## src/rtl/packet_storer_if.sv

```systemverilog
// Store-path bundle: request/done handshake toward the requester, write/ack channel toward the memory controller.
// master = packet_storer side, slave = requester + memory controller side.
interface packet_storer_if #(
    parameter int PACKET_WIDTH = 175
);
    logic [31:0]             opaddr;
    logic                    receive_st_valid;
    logic [31:0]             receive_st_addr;
    logic [PACKET_WIDTH-1:0] receive_st_data;
    logic                    receive_st_ready;
    logic                    mem_send_addr_valid;
    logic [31:0]             mem_send_addr;
    logic                    mem_send_data_valid;
    logic [31:0]             mem_send_data;
    logic                    mem_send_ready;
    logic                    mem_receive_valid;
    logic [31:0]             mem_receive_data;
    logic                    mem_receive_ready;
    logic                    send_done_valid;
    logic [31:0]             send_done_addr;
    logic                    send_done_ready;

    modport master (
        input  opaddr,
        input  receive_st_valid, receive_st_addr, receive_st_data,
        output receive_st_ready,
        output mem_send_addr_valid, mem_send_addr, mem_send_data_valid, mem_send_data,
        input  mem_send_ready,
        input  mem_receive_valid, mem_receive_data,
        output mem_receive_ready,
        output send_done_valid, send_done_addr,
        input  send_done_ready
    );

    modport slave (
        output opaddr,
        output receive_st_valid, receive_st_addr, receive_st_data,
        input  receive_st_ready,
        input  mem_send_addr_valid, mem_send_addr, mem_send_data_valid, mem_send_data,
        output mem_send_ready,
        output mem_receive_valid, mem_receive_data,
        input  mem_receive_ready,
        input  send_done_valid, send_done_addr,
        output send_done_ready
    );
endinterface

```

## src/rtl/packet_storer.sv

```systemverilog
// Serialises a captured 175-bit packet into six 32-bit writes (MSB word first), one write outstanding at a time.
// Accept-to-done-valid is 19 cycles unstalled; every handshake holds its outputs indefinitely while the peer stalls.
module packet_storer (
    input  logic            clk_i,
    input  logic            rst_i,
    packet_storer_if.master bus
);
    localparam int         PACKET_WIDTH = 175;
    localparam logic [2:0] LAST_WORD    = 3'd5;

    typedef enum logic [1:0] {
        S_RECEIVE,
        S_MEM_SEND,
        S_MEM_ACK,
        S_DONE
    } state_t;

    state_t                  state_q;
    logic [2:0]              k_q;
    logic [31:0]             addr_q;
    logic [PACKET_WIDTH-1:0] data_q;
    logic                    st_rdy_q;
    logic                    mem_vld_q;
    logic                    done_vld_q;
    logic [31:0]             wr_word_d;
    logic                    unused_rdata;

    // Word layout matches the loader: five full words from the top, then the 15-bit tail zero-extended.
    always_comb begin
        wr_word_d = '0;
        case (k_q)
            3'd0:    wr_word_d = data_q[PACKET_WIDTH-1   -: 32];
            3'd1:    wr_word_d = data_q[PACKET_WIDTH-33  -: 32];
            3'd2:    wr_word_d = data_q[PACKET_WIDTH-65  -: 32];
            3'd3:    wr_word_d = data_q[PACKET_WIDTH-97  -: 32];
            3'd4:    wr_word_d = data_q[PACKET_WIDTH-129 -: 32];
            3'd5:    wr_word_d = {17'd0, data_q[14:0]};
            default: wr_word_d = '0;
        endcase
    end

    always_ff @(posedge clk_i or posedge rst_i) begin
        if (rst_i) begin
            state_q    <= S_RECEIVE;
            k_q        <= '0;
            addr_q     <= '0;
            data_q     <= '0;
            st_rdy_q   <= 1'b0;
            mem_vld_q  <= 1'b0;
            done_vld_q <= 1'b0;
        end else begin
            case (state_q)
                S_RECEIVE: begin
                    if (st_rdy_q && bus.receive_st_valid) begin
                        addr_q   <= bus.receive_st_addr;
                        data_q   <= bus.receive_st_data;
                        k_q      <= '0;
                        st_rdy_q <= 1'b0;
                        state_q  <= S_MEM_SEND;
                    end else if (!st_rdy_q) begin
                        st_rdy_q <= 1'b1;
                    end
                end
                S_MEM_SEND: begin
                    if (mem_vld_q && bus.mem_send_ready) begin
                        mem_vld_q <= 1'b0;
                        state_q   <= S_MEM_ACK;
                    end else if (!mem_vld_q) begin
                        mem_vld_q <= 1'b1;
                    end
                end
                S_MEM_ACK: begin
                    // Acks are only meaningful here; anywhere else they are stale or spurious.
                    if (bus.mem_receive_valid) begin
                        if (k_q == LAST_WORD) begin
                            k_q     <= '0;
                            state_q <= S_DONE;
                        end else begin
                            k_q     <= k_q + 3'd1;
                            state_q <= S_MEM_SEND;
                        end
                    end
                end
                S_DONE: begin
                    if (done_vld_q && bus.send_done_ready) begin
                        done_vld_q <= 1'b0;
                        state_q    <= S_RECEIVE;
                    end else if (!done_vld_q) begin
                        done_vld_q <= 1'b1;
                    end
                end
                default: state_q <= S_RECEIVE;
            endcase
        end
    end

    assign bus.receive_st_ready    = st_rdy_q;
    assign bus.mem_send_addr_valid = mem_vld_q;
    assign bus.mem_send_data_valid = mem_vld_q;
    assign bus.mem_send_addr       = bus.opaddr + addr_q + {27'd0, k_q, 2'b00};
    assign bus.mem_send_data       = wr_word_d;
    assign bus.mem_receive_ready   = 1'b1;
    assign bus.send_done_valid     = done_vld_q;
    assign bus.send_done_addr      = addr_q;

    assign unused_rdata = ^bus.mem_receive_data;
endmodule

```

## src/flat_wrapper.sv

```systemverilog
// flat-port wrapper written by rule: the top's interface ports become plain ports
module packet_storer_flat 
  (clk_i, rst_i, bus_opaddr, bus_receive_st_valid, bus_receive_st_addr, bus_receive_st_data, bus_receive_st_ready, bus_mem_send_addr_valid, bus_mem_send_addr, bus_mem_send_data_valid, bus_mem_send_data, bus_mem_send_ready, bus_mem_receive_valid, bus_mem_receive_data, bus_mem_receive_ready, bus_send_done_valid, bus_send_done_addr, bus_send_done_ready);
  packet_storer_if bus_i ();
  input  logic clk_i;
  input  logic rst_i;
  input wire logic [$bits(bus_i.opaddr)-1:0] bus_opaddr;
  input wire logic [$bits(bus_i.receive_st_valid)-1:0] bus_receive_st_valid;
  input wire logic [$bits(bus_i.receive_st_addr)-1:0] bus_receive_st_addr;
  input wire logic [$bits(bus_i.receive_st_data)-1:0] bus_receive_st_data;
  output wire logic [$bits(bus_i.receive_st_ready)-1:0] bus_receive_st_ready;
  output wire logic [$bits(bus_i.mem_send_addr_valid)-1:0] bus_mem_send_addr_valid;
  output wire logic [$bits(bus_i.mem_send_addr)-1:0] bus_mem_send_addr;
  output wire logic [$bits(bus_i.mem_send_data_valid)-1:0] bus_mem_send_data_valid;
  output wire logic [$bits(bus_i.mem_send_data)-1:0] bus_mem_send_data;
  input wire logic [$bits(bus_i.mem_send_ready)-1:0] bus_mem_send_ready;
  input wire logic [$bits(bus_i.mem_receive_valid)-1:0] bus_mem_receive_valid;
  input wire logic [$bits(bus_i.mem_receive_data)-1:0] bus_mem_receive_data;
  output wire logic [$bits(bus_i.mem_receive_ready)-1:0] bus_mem_receive_ready;
  output wire logic [$bits(bus_i.send_done_valid)-1:0] bus_send_done_valid;
  output wire logic [$bits(bus_i.send_done_addr)-1:0] bus_send_done_addr;
  input wire logic [$bits(bus_i.send_done_ready)-1:0] bus_send_done_ready;
  assign bus_i.opaddr = bus_opaddr;
  assign bus_i.receive_st_valid = bus_receive_st_valid;
  assign bus_i.receive_st_addr = bus_receive_st_addr;
  assign bus_i.receive_st_data = bus_receive_st_data;
  assign bus_receive_st_ready = bus_i.receive_st_ready;
  assign bus_mem_send_addr_valid = bus_i.mem_send_addr_valid;
  assign bus_mem_send_addr = bus_i.mem_send_addr;
  assign bus_mem_send_data_valid = bus_i.mem_send_data_valid;
  assign bus_mem_send_data = bus_i.mem_send_data;
  assign bus_i.mem_send_ready = bus_mem_send_ready;
  assign bus_i.mem_receive_valid = bus_mem_receive_valid;
  assign bus_i.mem_receive_data = bus_mem_receive_data;
  assign bus_mem_receive_ready = bus_i.mem_receive_ready;
  assign bus_send_done_valid = bus_i.send_done_valid;
  assign bus_send_done_addr = bus_i.send_done_addr;
  assign bus_i.send_done_ready = bus_send_done_ready;
  packet_storer u_core (.clk_i(clk_i), .rst_i(rst_i), .bus(bus_i));
endmodule
```

## config.mk

```make
export PLATFORM = sky130hd
export DESIGN_NAME = packet_storer_flat
export DESIGN_NICKNAME = d
export VERILOG_FILES = /design/src/rtl/packet_storer_if.sv /design/src/rtl/packet_storer.sv /design/src/flat_wrapper.sv
export SDC_FILE = /design/constraint.sdc
export NUM_CORES = 1
export LEC_CHECK = 0
export ABC_AREA = 1
export BUFFER_PORTS_ARGS = -buffer_cell sky130_fd_sc_hd__buf_2
export CORE_MARGIN = 5
export CORE_UTILIZATION = 45
export CTS_CLUSTER_DIAMETER = 100
export DETAILED_ROUTE_END_ITERATION = 10
export GPL_TIMING_DRIVEN = 1
export PLACE_DENSITY = 0.72
export SKIP_CTS_REPAIR_TIMING = 1
export SLEW_MARGIN = 25
export SYNTH_ARGS = -nofsm -noshare
export SYNTH_HDL_FRONTEND = slang
export SYNTH_SLANG_ARGS = --single-unit
```

## constraint.sdc

```tcl
create_clock -name clk_i -period 9.7 [get_ports clk_i]
set_input_delay 1.94 -clock clk_i [delete_from_list [all_inputs] [get_ports clk_i]]
set_output_delay 1.94 -clock clk_i [all_outputs]
set_load 0.1 [all_outputs]
```

==> impl_metrics.yaml, run 1 <==
synthesis:
  synth_fp_nets: 1973
  synth_top_area_share_pct: 44.2
  synth-edff-count: 0
  avgSynthCellArea_um2: 7.45
  synth-main-ff-cell: "dfrtp_1"
  ys_types: 36
  syn-cell-area_mm2: 0.0122
  ys.warnings.count: 0
  synth_area_leaders: "dfrtp_1 44%, nand2_1 25%, ha_1 6.1%, inv_1 5.3%, o21ai_0 3.0%"
  async_flop_share_pct: 100
  syn_inst: 1633
  yosysTopAreaCell: "dfrtp_1"
  ys_ff_latch: 215
  seq_area_frac_synth_pct: 44.2
  synth_most_common_cell: "nand2_1"
  synth_commonest_cells: "826 x nand2_1, 215 x dfrtp_1, 172 x inv_1"
clock_tree:
  path_clk_slew_ns: 0.06
  cts_buffer_depth: 3
  cts.sinks: 215
  cts_tree: "done"
  h-tree-depth: 1
  worstSkewPairLatency_ns: 0.52
  root_buffer: "clkbuf_16"
  numCtsBuffers: 25
placed_design:
  place_congestion: 0.934
  portBuffers: 344
  dp_hpwl_mm: 27.3
timing:
  rsz0062_at_grt: "false"
  fmax_mhz: 156
  period_minus_slack_ns: 6.41
  hold_violations: 0
  clock_skew_ns: 0.0136
  setup_violations: 0
  tightestPinTransition_ns: 1.04
  tns_ns: 0
  relSlewSlack_pct: 30.7
  period_share_pct: 66.1
  drv_slew: 0
global_routing:
  grt_pass1_wl_mm: 59.9
  grt.total_usage_pct: 24.1
  grt_use_met2_pct: 42.8
  first_global_vias: 11500
  grt_overflow: 0
  gr-usage-met1_pct: 30.8
  grt_start_max_net_pins: 263
  use_met3_pct: 5.22
  antenna_found_initial: 8
  gr-max-usage-layer: "met2"
setup_path:
  rr_endpoint: "u_core.data_q[162]$_DFFE_PP0P_"
  r2r_start: "u_core.bus.receive_st_ready$_DFFE_PP0P_"
  max_stage_delay_ns: 0.50
  crit_arrival_ns: 4.47
  start_kind: "primary input"
  crit_type: "primary input to primary output"
  rr_worst_depth: 8
  reg2reg_slack_ns: 6.60
  end_kind: "primary output"
  critical_path_required_ns: 7.76
  crit_buf_inv: 4
  cp_cell_sequence: "buf_2 -> inv_1 -> fa_1 -> fa_1 -> inv_1 -> nand3_1 -> nand3_1 -> nand3_1 -> nand3_1 -> nand2_1 -> nand2_1 -> nand2_1 -> nand2_1 -> buf_2"
  cpLargestDelayFamily: "adder cells"
  crit_slowest_cell: "fa_1"
  crit_path_max_fanout: 3
die:
  ios: 378
  die_area_mm2: 0.0304
  die_y_um: 174
  core_area_mm2: 0.0268
  start_util_pct: 45.4
  rows: 60
  die_x_um: 174
hold_path:
  min_to: "u_core.data_q[77]$_DFFE_PP0P_"
  min_path_type: "flip-flop to flip-flop"
  hp-start: "u_core.data_q[77]$_DFFE_PP0P_"
  hold_depth: 2
drt:
  drt_iter0_drc: 705
  viasPerCell: 4.93
  dr.pass1.iters: 7
  drt_wl_total_mm: 37.4
  wl_per_cell_um: 16.2
  final_antenna_net_count: 0
  drc_errors: 0
  vias: 11400
outcome:
  status: "finished clean"
run:
  drv_cap: 0
layout:
  area_growth_pct: 22.2
  fin_nets: 2291
  drive_gt1_share_pct: 21.9
[sequential cells by signal, indices dropped and copies added, names as in the netlist]
| register | flops |
|---|---|
| u_core.bus.mem_send_addr_valid | 1 |
| u_core.bus.receive_st_ready | 1 |
| u_core.bus.send_done_addr | 32 |
| u_core.bus.send_done_valid | 1 |
| u_core.data_q | 175 |
| u_core.k_q | 3 |
| u_core.state_q | 2 |
[metrics by stage]
step	util, %	hold WS [ns]	instance area, um2	setup slack (ns)	cells
2_1_floorplan	-	0.442	12200	1.88	1633
3_3_place_gp	52.0	0.453	13900	3.36	2264
3_5_place_dp	52.0	0.458	13900	3.31	2264
4_1_cts	55.3	0.474	14800	3.32	2310
5_1_grt	55.5	0.486	14900	3.17	2311
6_report	55.5	0.472	14900	3.29	2312
[per-layer routing]
layer	share of wire [%]	vias to the layer above	routed length [um]
met5	0.20	-	74
met1	42	5268	15700
met3	7.3	47	2740
met4	1.5	12	563
met2	49	375	18300
li1	-	5693	-
[logic make-up (layout without fill, tap and decap cells)]
logic type / after synthesis / count (layout) / synth area share [%]
AND/OR/NAND/NOR: 952 / 952 / 30.6
other: 1 / 2 / 0.0308
AO/OA/AOI/OAI: 146 / 146 / 8.12
buffers and inverters: 240 / 577 / 9.18
XOR/XNOR: 16 / 16 / 1.15
adder cells (fa/ha/maj): 63 / 63 / 6.73
flip-flops: 215 / 215 / 44.2
[worst min-delay path: cells and delay by family (launching register included)]
kind	cells	cell delay [ns]
flops	1	0.34
simple gates	2	0.11
[cell usage in the layout, fill, tap and decap left out, types with 7 or more instances in the layout]
cell type,instances
nand2_1,826
nand4_1,8
o21ai_0,73
clkbuf_16,25
a21oi_1,32
nor2_1,53
ha_1,59
inv_1,171
xor2_1,13
inv_2,7
dfrtp_1,215
nand3_1,53
buf_2,344
a221oi_2,21
[worst max path at each step]
| stage | slack, ns | cells past startpoint | startpoint | to |
|---|---|---|---|---|
| 6_report | 3.29 | 14 | bus_opaddr[2] | bus_mem_send_addr[29] |
| 4_1_cts | 3.32 | 14 | bus_opaddr[2] | bus_mem_send_addr[29] |
| 3_3_place_gp | 3.36 | 14 | bus_opaddr[2] | bus_mem_send_addr[29] |
| 2_1_floorplan | 1.88 | 1 | rst_i | u_core.bus.mem_send_addr_valid$_DFFE_PP0P_ |
| 5_1_grt | 3.17 | 14 | bus_opaddr[2] | bus_mem_send_addr[29] |
| 3_5_place_dp | 3.31 | 14 | bus_opaddr[2] | bus_mem_send_addr[29] |
[layout make-up]
cell class	instances	area (um2)
antenna	1	2.50
clock buffer	32	682
clock inverter	14	208
fill	2551	11900
inverter	181	699
multi-input combinational	1178	5670
sequential	215	5380
tap	341	427
timing repair buffer	350	1800
Power of run 1 is not shown: default switching activity piles up to over one toggle a cycle in this logic, so the estimate is an artifact.
==> inputs of run 2 (changes only) <==
Clock period 9.7 ns to 6.1 ns, I/O delays scaled along.
==> impl_metrics.yaml, run 2 (same netlist as run 1, synthesis figures left out) <==
layout:
  largest_reg_flops: 175
  largest_register: "u_core.data_q"
  drive_gt1_share_pct: 21.9
  layout_common_cells: "826 x nand2_1, 344 x buf_2, 215 x dfrtp_1"
  final_common_cell: "nand2_1"
  fin_nets: 2294
  area_growth_pct: 22.4
  finalInstanceArea_mm2: 0.0149
setup_path:
  start_kind: "primary input"
  reg2reg_slack_ns: 3.40
  crit_arrival_ns: 3.68
  cp_cell_sequence: "buf_2 -> inv_1 -> fa_1 -> fa_1 -> inv_1 -> nand3_1 -> nand3_1 -> nand3_1 -> nand3_1 -> nand2_1 -> nand2_1 -> nand2_1 -> nand2_1 -> buf_2"
  cpLargestDelayFamily: "adder cells"
  end_kind: "primary output"
  critical_path_required_ns: 4.88
  crit_type: "primary input to primary output"
  crit_buf_inv: 4
  max_stage_delay_ns: 0.48
  crit_path_max_fanout: 3
  crit_slowest_cell: "fa_1"
run:
  drv_cap: 0
die:
  die_y_um: 174
  rows: 60
  die_area_mm2: 0.0304
  ios: 378
  die_x_um: 174
  start_util_pct: 45.4
  core_area_mm2: 0.0268
global_routing:
  grt_pass1_wl_mm: 58.7
  grt_overflow: 0
  grt.total_usage_pct: 23.6
  first_global_vias: 11500
  grt_start_max_net_pins: 195
  antenna_found_initial: 14
clock_tree:
  numCtsBuffers: 26
  cts_buffer_depth: 3
  cts_tree: "done"
  root_buffer: "clkbuf_16"
  path_clk_slew_ns: 0.06
  cts.sinks: 215
  worstSkewPairLatency_ns: 0.55
  h-tree-depth: 1
placed_design:
  dp_hpwl_mm: 27.3
  place_congestion: 0.913
  placed_area_mm2: 0.0139
  portBuffers: 344
timing:
  hold_violations: 0
  tightestPinTransition_ns: 0.993
  clock_skew_ns: 0.0116
  fmax_mhz: 204
  rsz0062_at_grt: "false"
  setup_violations: 0
  period_share_pct: 80.3
  period_minus_slack_ns: 4.90
  relSlewSlack_pct: 33.7
  drv_slew: 0
  tns_ns: 0
drt:
  final_antenna_net_count: 0
  drt_iter0_drc: 666
  dr.pass1.iters: 5
  vias: 11400
  drc_errors: 0
  drt_wl_total_mm: 36.9
  wl_per_cell_um: 15.9
  viasPerCell: 4.93
outcome:
  status: "finished clean"
hold_path:
  min_path_type: "flip-flop to flip-flop"
## run 2: final timing paths
check / start / to / cells past startpoint
worst max-delay path: bus_opaddr[2] / bus_mem_send_addr[29] / 14
worst min-delay path: u_core.data_q[158]$_DFFE_PP0P_ / u_core.data_q[158]$_DFFE_PP0P_ / 2
worst max register to register: u_core.state_q[1]$_DFFE_PP0P_ / u_core.k_q[0]$_DFFE_PP0P_ / 9
worst min register to register: u_core.data_q[158]$_DFFE_PP0P_ / u_core.data_q[158]$_DFFE_PP0P_ / 2
max in group asynchronous: rst_i / u_core.data_q[62]$_DFFE_PP0P_ / 4
min in group asynchronous: rst_i / u_core.bus.send_done_addr[8]$_DFFE_PP0P_ / 2
## run 2: worst reg2reg max path, delay by kind of cell (launching register included)
family	cells	cell delay (ns)
AOI/OAI and AO/OA	1	0.08
and+or+nand+nor	4	1.02
DFF	1	0.42
buffers and inverters	4	1.12
## run 2: metal layers
metal / GRT usage, % / up-vias / wire, um
met5: 0 / - / 109
met4: 7.52 / 18 / 1140
met3: 5.98 / 81 / 3100
met2: 40.4 / 400 / 17500
met1: 29.5 / 5234 / 15000
li1: - / 5707 / -
## run 2: stage by stage
step	setup WS, ns	utilization [%]	hold WS (ns)	std cells
4_1_cts	1.17	55.3	0.473	2312
3_3_place_gp	1.19	52.0	0.454	2265
2_1_floorplan	0.774	-	0.442	1633
5_1_grt	1.01	55.5	0.488	2317
6_report	1.20	55.5	0.469	2320
3_5_place_dp	1.17	52.0	0.458	2265
## run 2: area by class of cell
type | count | area, um2
Antenna cell | 6 | 15.0
Clock buffer | 40 | 783
Clock inverter | 7 | 87.6
Fill cell | 2602 | 11900
Inverter | 181 | 691
Multi-Input combinational cell | 1178 | 5670
Sequential cell | 215 | 5380
Tap cell | 341 | 427
Timing Repair Buffer | 352 | 1830
Power of run 2 is left out for the same reason.
==> inputs of run 3 (changes only) <==
Settings changed: PLACE_DENSITY 0.72 to 0.74.
Clock period 6.1 ns to 4.36 ns, I/O delays scaled along.
==> impl_metrics.yaml, run 3 (same netlist as run 1, synthesis figures left out) <==
die:
  rows: 60
  core_area_mm2: 0.0268
  die_x_um: 174
  start_util_pct: 45.4
  ios: 378
  die_area_mm2: 0.0304
  die_y_um: 174
layout:
  largest_register: "u_core.data_q"
  drive_gt1_share_pct: 22.8
  seqCellArea_mm2: 0.00538
  final_common_cell: "nand2_1"
  multi_input_area_mm2: 0.00578
  layoutNonFillerInstCount: 2316
  finalInstanceArea_mm2: 0.0152
  layout_common_cells: "826 x nand2_1, 325 x buf_2, 214 x dfrtp_1"
  area_growth_pct: 25.2
  largest_reg_flops: 175
  fin_nets: 2297
  fillers: 2432
global_routing:
  grt_overflow: 0
  grt.total_usage_pct: 23.5
  first_global_vias: 11600
  antenna_found_initial: 11
  grt_pass1_wl_mm: 58.4
  grt_start_max_net_pins: 229
setup_path:
  crit_arrival_ns: 3.33
  critical_path_required_ns: 3.49
  crit_type: "flip-flop to primary output"
  end_kind: "primary output"
  crit_path_max_fanout: 5
  start_kind: "flip-flop"
clock_tree:
  cts_buffer_depth: 3
  cts.sinks: 215
  worstSkewPairLatency_ns: 0.54
  h-tree-depth: 1
  numCtsBuffers: 25
  cts_tree: "done"
  root_buffer: "clkbuf_16"
  path_clk_slew_ns: 0.06
timing:
  period_share_pct: 96.4
  rsz0062_at_grt: "false"
  fmax_mhz: 238
  clock_skew_ns: 0.00997
  hold_violations: 0
  setup_violations: 0
  period_minus_slack_ns: 4.20
  whs_ns: 0.470
  tightestPinTransition_ns: 0.960
  drv_slew: 0
  relSlewSlack_pct: 36.0
drt:
  dr_wl_met2_mm: 17.3
  drt_wl_total_mm: 36.6
  met1_length_mm: 14.9
  vias: 11500
  wl_per_cell_um: 15.8
  final_antenna_net_count: 0
  drt_iter0_drc: 801
  top_layer: "met5"
  dr.pass1.iters: 8
  drc_errors: 0
  viasPerCell: 4.96
  routed-wl-met3_mm: 2.82
placed_design:
  place_inst: 2271
  placed_area_mm2: 0.0144
  portBuffers: 344
  dp_hpwl_mm: 27.7
  place_congestion: 0.906
outcome:
  status: "finished clean"
run:
  drv_cap: 0
hold_path:
  min_path_type: "flip-flop to flip-flop"
-- run 3: changes by cell type in the layout (fill, tap and decap cells not counted), moves of 2 or more --
| cell | before | now |
|---|---|---|
| xor2_1 | 13 | 0 |
| diode_2 | 6 | 2 |
| buf_4 | 5 | 9 |
| buf_2 | 344 | 325 |
| xor2_2 | 0 | 13 |
| buf_12 | 1 | 22 |
| buf_16 | 2 | 0 |
| clkbuf_8 | 8 | 5 |
-- run 3: path summary, 6_finish.rpt --
kind | start | endpoint | slack, ns | cells past startpoint
setup / recovery | u_core.k_q[2]$_DFFE_PP0P_ | bus_mem_send_addr[18] | 0.16 | 11
hold / removal | u_core.data_q[114]$_DFFE_PP0P_ | u_core.data_q[114]$_DFFE_PP0P_ | 0.47 | 2
setup reg to reg | u_core.state_q[1]$_DFFE_PP0P_ | u_core.data_q[14]$_DFFE_PP0P_ | 2.08 | 7
hold reg to reg | u_core.data_q[114]$_DFFE_PP0P_ | u_core.data_q[114]$_DFFE_PP0P_ | 0.47 | 2
max in group asynchronous | rst_i | u_core.data_q[165]$_DFFE_PP0P_ | 2.90 | 3
min in group asynchronous | rst_i | u_core.data_q[76]$_DFFE_PP0P_ | 0.53 | 2
-- run 3: through the flow --
| step | utilization, % | setup slack, ns | setup TNS, ns |
|---|---|---|---|
| 5_1_grt | 56.8 | 0.0127 | 0 |
| 3_3_place_gp | 53.8 | 0.229 | 0 |
| 6_report | 56.9 | 0.158 | 0 |
| 3_5_place_dp | 53.8 | 0.220 | 0 |
| 2_1_floorplan | - | -0.0595 | -0.0947 |
| 4_1_cts | 56.8 | 0.126 | 0 |
-- run 3: per-layer routing --
metal,track usage (%),vias to the layer above
met2,39.9,422
met5,0,-
met1,29.2,5268
met4,8.31,16
met3,5.65,94
li1,-,5682
-- run 3: cell type report --
class / instances / share of cell area [%]
diodes: 2 / 0.0328
multi-input cells: 1178 / 37.9
clock buffers: 35 / 4.68
clock inverters: 8 / 0.706
inverters: 181 / 4.53
well taps: 341 / 2.80
flip-flops and latches: 215 / 35.3
repair buffers: 356 / 14.0
-- run 3: critical path, cell delays in order, from the launching register on --
cell	delay [ns]
dfrtp_1	0.53
fa_1	0.48
ha_1	0.42
nand2_1	0.14
nor2_1	0.15
nand3_1	0.09
nand3_1	0.24
nand2_1	0.11
nand3_1	0.08
nand2_1	0.05
nand2_1	0.07
buf_2	0.43
Power of run 3 is left out for the same reason.
